==> config.mk <==
export PLATFORM = sky130hd
export DESIGN_NAME = fifo_arbiter
export DESIGN_NICKNAME = d
export VERILOG_FILES = /design/src/rtl/fifo_arbiter.sv
export SDC_FILE = /design/constraint.sdc
export NUM_CORES = 1
export LEC_CHECK = 0
export BUFFER_PORTS_ARGS = -buffer_cell sky130_fd_sc_hd__buf_2
export CAP_MARGIN = 40
export CELL_PAD_IN_SITES_DETAIL_PLACEMENT = 0
export CELL_PAD_IN_SITES_GLOBAL_PLACEMENT = 2
export CORE_MARGIN = 10
export CORE_UTILIZATION = 25
export DETAILED_ROUTE_END_ITERATION = 8
export GPL_TIMING_DRIVEN = 0
export PLACE_DENSITY_LB_ADDON = 0.05
export SYNTH_ARGS = -nofsm -noshare
export SYNTH_HDL_FRONTEND = slang
export SYNTH_SLANG_ARGS = --single-unit
==> constraint.sdc <==
create_clock -name clk_i -period 3.1 [get_ports clk_i]
set_clock_uncertainty 0.2 [all_clocks]
set_input_delay 0.155 -clock clk_i [delete_from_list [all_inputs] [get_ports clk_i]]
set_output_delay 0.155 -clock clk_i [all_outputs]
set_load 0.05 [all_outputs]
==> src/rtl/fifo_arbiter.sv <==
// fifo_arbiter: two-producer round-robin push arbiter and pop gate placed in
// front of a DEPTH-entry FIFO. It tracks committed occupancy, so the FIFO is
// never pushed while full or popped while empty. It also raises a sticky error
// if the FIFO flags ever disagree with that bookkeeping.
//
// Ports
//   clk_i                  rising-edge clock
//   rst_i                  synchronous reset, active low
//   req0_i / data0_i       producer 0 request (held until granted) and payload
//   req1_i / data1_i       producer 1 request and payload
//   gnt0_o / gnt1_o        combinational grants; payload captured on this edge
//   fifo_data_in_o         registered payload to FIFO data_in
//   fifo_data_in_valid_o   registered push strobe to FIFO data_in_valid
//   fifo_full_i/_empty_i   FIFO status flags
//   pop_req_i              consumer pop request
//   pop_fifo_o             combinational pop strobe to FIFO
//   count_o                committed occupancy, including an in-flight push
//   err_o                  sticky protocol error
module fifo_arbiter #(
  parameter int WIDTH = 64,
  parameter int DEPTH = 4,
  localparam int CW   = $clog2(DEPTH + 1)
) (
  input  logic             clk_i,
  input  logic             rst_i,
  input  logic             req0_i,
  input  logic [WIDTH-1:0] data0_i,
  input  logic             req1_i,
  input  logic [WIDTH-1:0] data1_i,
  output logic             gnt0_o,
  output logic             gnt1_o,
  output logic [WIDTH-1:0] fifo_data_in_o,
  output logic             fifo_data_in_valid_o,
  input  logic             fifo_full_i,
  input  logic             fifo_empty_i,
  input  logic             pop_req_i,
  output logic             pop_fifo_o,
  output logic [CW-1:0]    count_o,
  output logic             err_o
);

  logic             rr_last_q, rr_last_d;
  logic [CW-1:0]    count_q, count_d;
  logic [WIDTH-1:0] out_data_q, out_data_d;
  logic             out_valid_q, out_valid_d;
  logic             err_q, err_d;

  logic [CW-1:0]    stored;
  logic             pop, can_push, g0, g1;

  // A granted push is held in out_data_q for one cycle before the FIFO stores
  // it, so the entries actually resident are count minus that in-flight push.
  // A pop in the same cycle frees a slot early enough to allow a grant at full.
  always_comb begin
    stored   = count_q - CW'(out_valid_q);
    pop      = rst_i & pop_req_i & (stored != '0);
    can_push = (count_q < CW'(DEPTH)) | pop;
    // On a tie, grant the producer that did not win last time.
    g0 = rst_i & can_push & req0_i & (~req1_i | rr_last_q);
    g1 = rst_i & can_push & req1_i & (~req0_i | ~rr_last_q);
  end

  always_comb begin
    rr_last_d   = rr_last_q;
    out_data_d  = out_data_q;
    out_valid_d = g0 | g1;
    if (g0) begin
      out_data_d = data0_i;
      rr_last_d  = 1'b0;
    end else if (g1) begin
      out_data_d = data1_i;
      rr_last_d  = 1'b1;
    end
    count_d = count_q + CW'(g0 | g1) - CW'(pop);
    err_d   = err_q
            | (out_valid_q & fifo_full_i & ~pop)
            | (pop & fifo_empty_i);
  end

  always_ff @(posedge clk_i) begin
    if (!rst_i) begin
      rr_last_q   <= 1'b1;
      count_q     <= '0;
      out_data_q  <= '0;
      out_valid_q <= 1'b0;
      err_q       <= 1'b0;
    end else begin
      rr_last_q   <= rr_last_d;
      count_q     <= count_d;
      out_data_q  <= out_data_d;
      out_valid_q <= out_valid_d;
      err_q       <= err_d;
    end
  end

  assign gnt0_o               = g0;
  assign gnt1_o               = g1;
  assign pop_fifo_o           = pop;
  assign fifo_data_in_o       = out_data_q;
  assign fifo_data_in_valid_o = out_valid_q;
  assign count_o              = count_q;
  assign err_o                = err_q;

endmodule

==> impl_metrics.json <==
{
  "syn_nets": 570,
  "wirelength_um": 19190,
  "cts_root_buf": "clkbuf_16",
  "die-area_um2": 21310,
  "num_vias": 5026,
  "use_met1_pct": 20.93,
  "tritoncts": "yes",
  "hp-start": "data1_i[3]",
  "critPathBufInv": 4,
  "initial_core_util_pct": 25.82,
  "finalMaxSlewViolations": 0,
  "cts_sinks": 70,
  "cpPeakStageDelay_ps": 580,
  "pwr_density_cell_nw_per_um2": 621.1,
  "antenna_found_initial": 1,
  "crit_fanout": 10,
  "cp.required_ps": 3170,
  "syn_avg_cell_area_um2": 9.208,
  "syn_to_final_growth_pct": 72.16,
  "die_h_um": 146.0,
  "place.gp.congestion": 0.7641,
  "worstSetupEndpointType": "register",
  "min_period_ps": 2875,
  "critPathSlowestCell": "dlygate4sd3_1",
  "io_buffer_count": 205,
  "use_met3_pct": 4.284,
  "hold_violations": 0,
  "use_met2_pct": 29.41,
  "rr_startpoint": "count_o[0]",
  "rsz0062_at_grt": "false",
  "synth-seq-cells": 70,
  "rrSetupSlack_ps": 220,
  "layout-drive-gt1-share_pct": 38.11,
  "power.leakage_nw": 2.930,
  "cp_cell_sequence": "inv_1, ha_1, nand4b_1, buf_4, clkbuf_1, a31oi_1, a311oi_2, dlygate4sd3_1",
  "p_seq_share_pct": 27.9,
  "fp.coreArea_um2": 15370,
  "synth_cells": 431,
  "drc": 0,
  "cp-startpoint": "count_o[0]",
  "cp.depth": 8,
  "fp.dieW_um": 146.0,
  "fin_nets": 916,
  "overflow": 0,
  "slew_headroom_pct": 49.74,
  "numCtsBuffers": 9,
  "num-fill-cells": 1616,
  "power_switching_mw": 1.831,
  "dr.pass1.iters": 5,
  "drv_cap": 0,
  "clk_latency_ps": 330,
  "pwr-share-comb_pct": 49.4,
  "wire_per_inst_um": 19.31,
  "p_int_mw": 2.413,
  "yosys_warnings": 0,
  "vdd_drop_max_uv": 256.1,
  "crit_arrival_ps": 2950,
  "grt_max_degree": 12,
  "via_per_inst": 5.056,
  "yosysSeqAreaShare_pct": 35.31,
  "setup_viol": 0,
  "fin_util_pct": 44.45,
  "gr-usage-all-layers_pct": 17.41,
  "period_share_pct": 92.74,
  "setup_ws_ps": 224.9,
  "post-dp-hpwl_um": 13600,
  "synthDistinctLibCells": 31,
  "fmax_mhz": 347.8,
  "rows": 45,
  "min_path_type": "input pin to register",
  "htreeDepth": 3,
  "crit_family": "buffers and inverters",
  "drtAntennaViolNets": 0,
  "clk_path_buf_depth": 2,
  "clk_pin_slew_ps": 60,
  "grt_pass1_wl_um": 30200,
  "setup_tns_ps": 0,
  "grt_pass1_vias": 5562,
  "clkPwrFrac_pct": 22.6,
  "critPathLaunchType": "register",
  "switching_share_pct": 43.14,
  "worstSetupPathType": "register to register",
  "grt.busiest_layer": "met2",
  "worstRegToRegCells": 8,
  "outcome": "complete, no violations",
  "initialDrtViolationCount": 244,
  "place_ws_ps": 173.0,
  "worstHoldPathCells": 3,
  "pin_count": 207,
  "syn_area_um2": 3969,
  "max_slew.worst_pin.slew_ps": 753.9
}
==> state kept, by name (all words and copies together) (netlist names) <==
name	count
err_o	1
fifo_data_in_valid_o	1
count_o	3
fifo_data_in_o	64
rr_last_q	1
==> layout by cell type (no fill, tap or decap), drive strengths merged, types with 2 or more instances in the layout <==
master       count
a311oi          65
a31oi           64
and2             3
and3             3
and4             2
buf            223
clkbuf          58
clkinv           6
dfxtp           70
dlygate4sd3    130
ha               3
inv              6
nand2            3
nand2b           3
nand3           65
o21ai           65
xnor2            2
==> cell usage after synthesis <==
library cell  count  area, µm²
or2_1             1      6.260
nand2_1           3      11.26
dfxtp_1          70       1401
o2111ai_1         1      8.760
and4_1            2      17.52
a21oi_1           1      5.000
o21a_1            1      7.510
inv_1             6      22.52
and3_1            3      18.77
a31oi_1          64      400.4
and2_1            3      18.77
o21ai_0          65      325.3
clkinv_1          1      3.750
nor2b_1           1      6.260
a311oi_2         60      900.9
and3b_1           1      8.760
a311oi_1          5      43.79
fa_1              1      20.02
nor2_1            1      3.750
buf_4             1      7.510
xnor2_1           2      17.52
nand4b_1          1      8.760
buf_6             7      78.83
buf_2            10      50.05
buf_1             1      3.750
xor2_1            1      8.760
ha_1              3      37.54
nand3_1          65      325.3
nand2b_1          3      18.77
o311ai_0          1      8.760
clkbuf_1         46      172.7
==> power by group through the flow <==
stage	Clock, mW	Combinational [mW]	Sequential, mW
2_1_floorplan	0	0.758	1.78
3_3_place_gp	0	1.82	1.20
3_5_place_dp	0	1.83	1.20
4_1_cts	1.01	2.10	1.19
5_1_grt	1.02	2.25	1.21
6_report	0.961	2.10	1.19
==> per-stage QoR <==
stage          hold slack (ps)  area (µm²)  instances  total power [mW]
3_5_place_dp             253.7        5259        847             3.035
5_1_grt                  31.55        6833        994             4.476
2_1_floorplan            135.9        3969        431             2.541
6_report                 21.36        6833        994             4.244
3_3_place_gp             238.9        5259        847             3.025
4_1_cts                  1.202        6828        993             4.295
==> repair_timing <==
action | in CTS | in global routing
hold endpoints to repair | 66 | 0
hold buffers | 130 | 0
setup endpoints to repair | 0 | 1
buffers inserted | 0 | 0
resized for setup | 0 | 2
==> worst min-delay path, cell delays in order <==
cell      delay (ps)
buf_2            100
o21ai_0          140
a311oi_2         110
==> layer usage <==
metal | routed length (µm) | share of wire (%) | up-vias
met5 | 0 | 0 | -
met4 | 415 | 2.2 | 0
met3 | 1148 | 6.0 | 24
met2 | 9298 | 48 | 177
met1 | 8330 | 43 | 2418
li1 | - | - | 2407
==> path summary, 6_finish.rpt <==
check | end
hold reg to reg | rr_last_q
hold / removal | fifo_data_in_o[3]
setup reg to reg | fifo_data_in_o[38]
setup / recovery | fifo_data_in_o[38]
==> kinds of logic after synthesis <==
kind of cell | synth area share (%)
and+or+nand+nor | 11.19
xor gates and xnor gates | 0.6622
DFF | 35.31
AOI/OAI and AO/OA | 42.84
buffers and inverters | 8.544
adders and majority gates | 1.450
==> cell type report <==
cell class / count / area [µm²] / share of cell area (%)
Antenna cell: 1 / 2.502 / 0.03662
Buffer: 65 / 315.3 / 4.615
Clock buffer: 11 / 242.7 / 3.552
Clock inverter: 5 / 25.02 / 0.3662
Inverter: 7 / 26.28 / 0.3845
Multi-Input combinational cell: 289 / 2228 / 32.61
Sequential cell: 70 / 1401 / 20.51
Tap cell: 211 / 264.0 / 3.864
Timing Repair Buffer: 335 / 2327 / 34.06
Power figures use the tool's default switching activity.
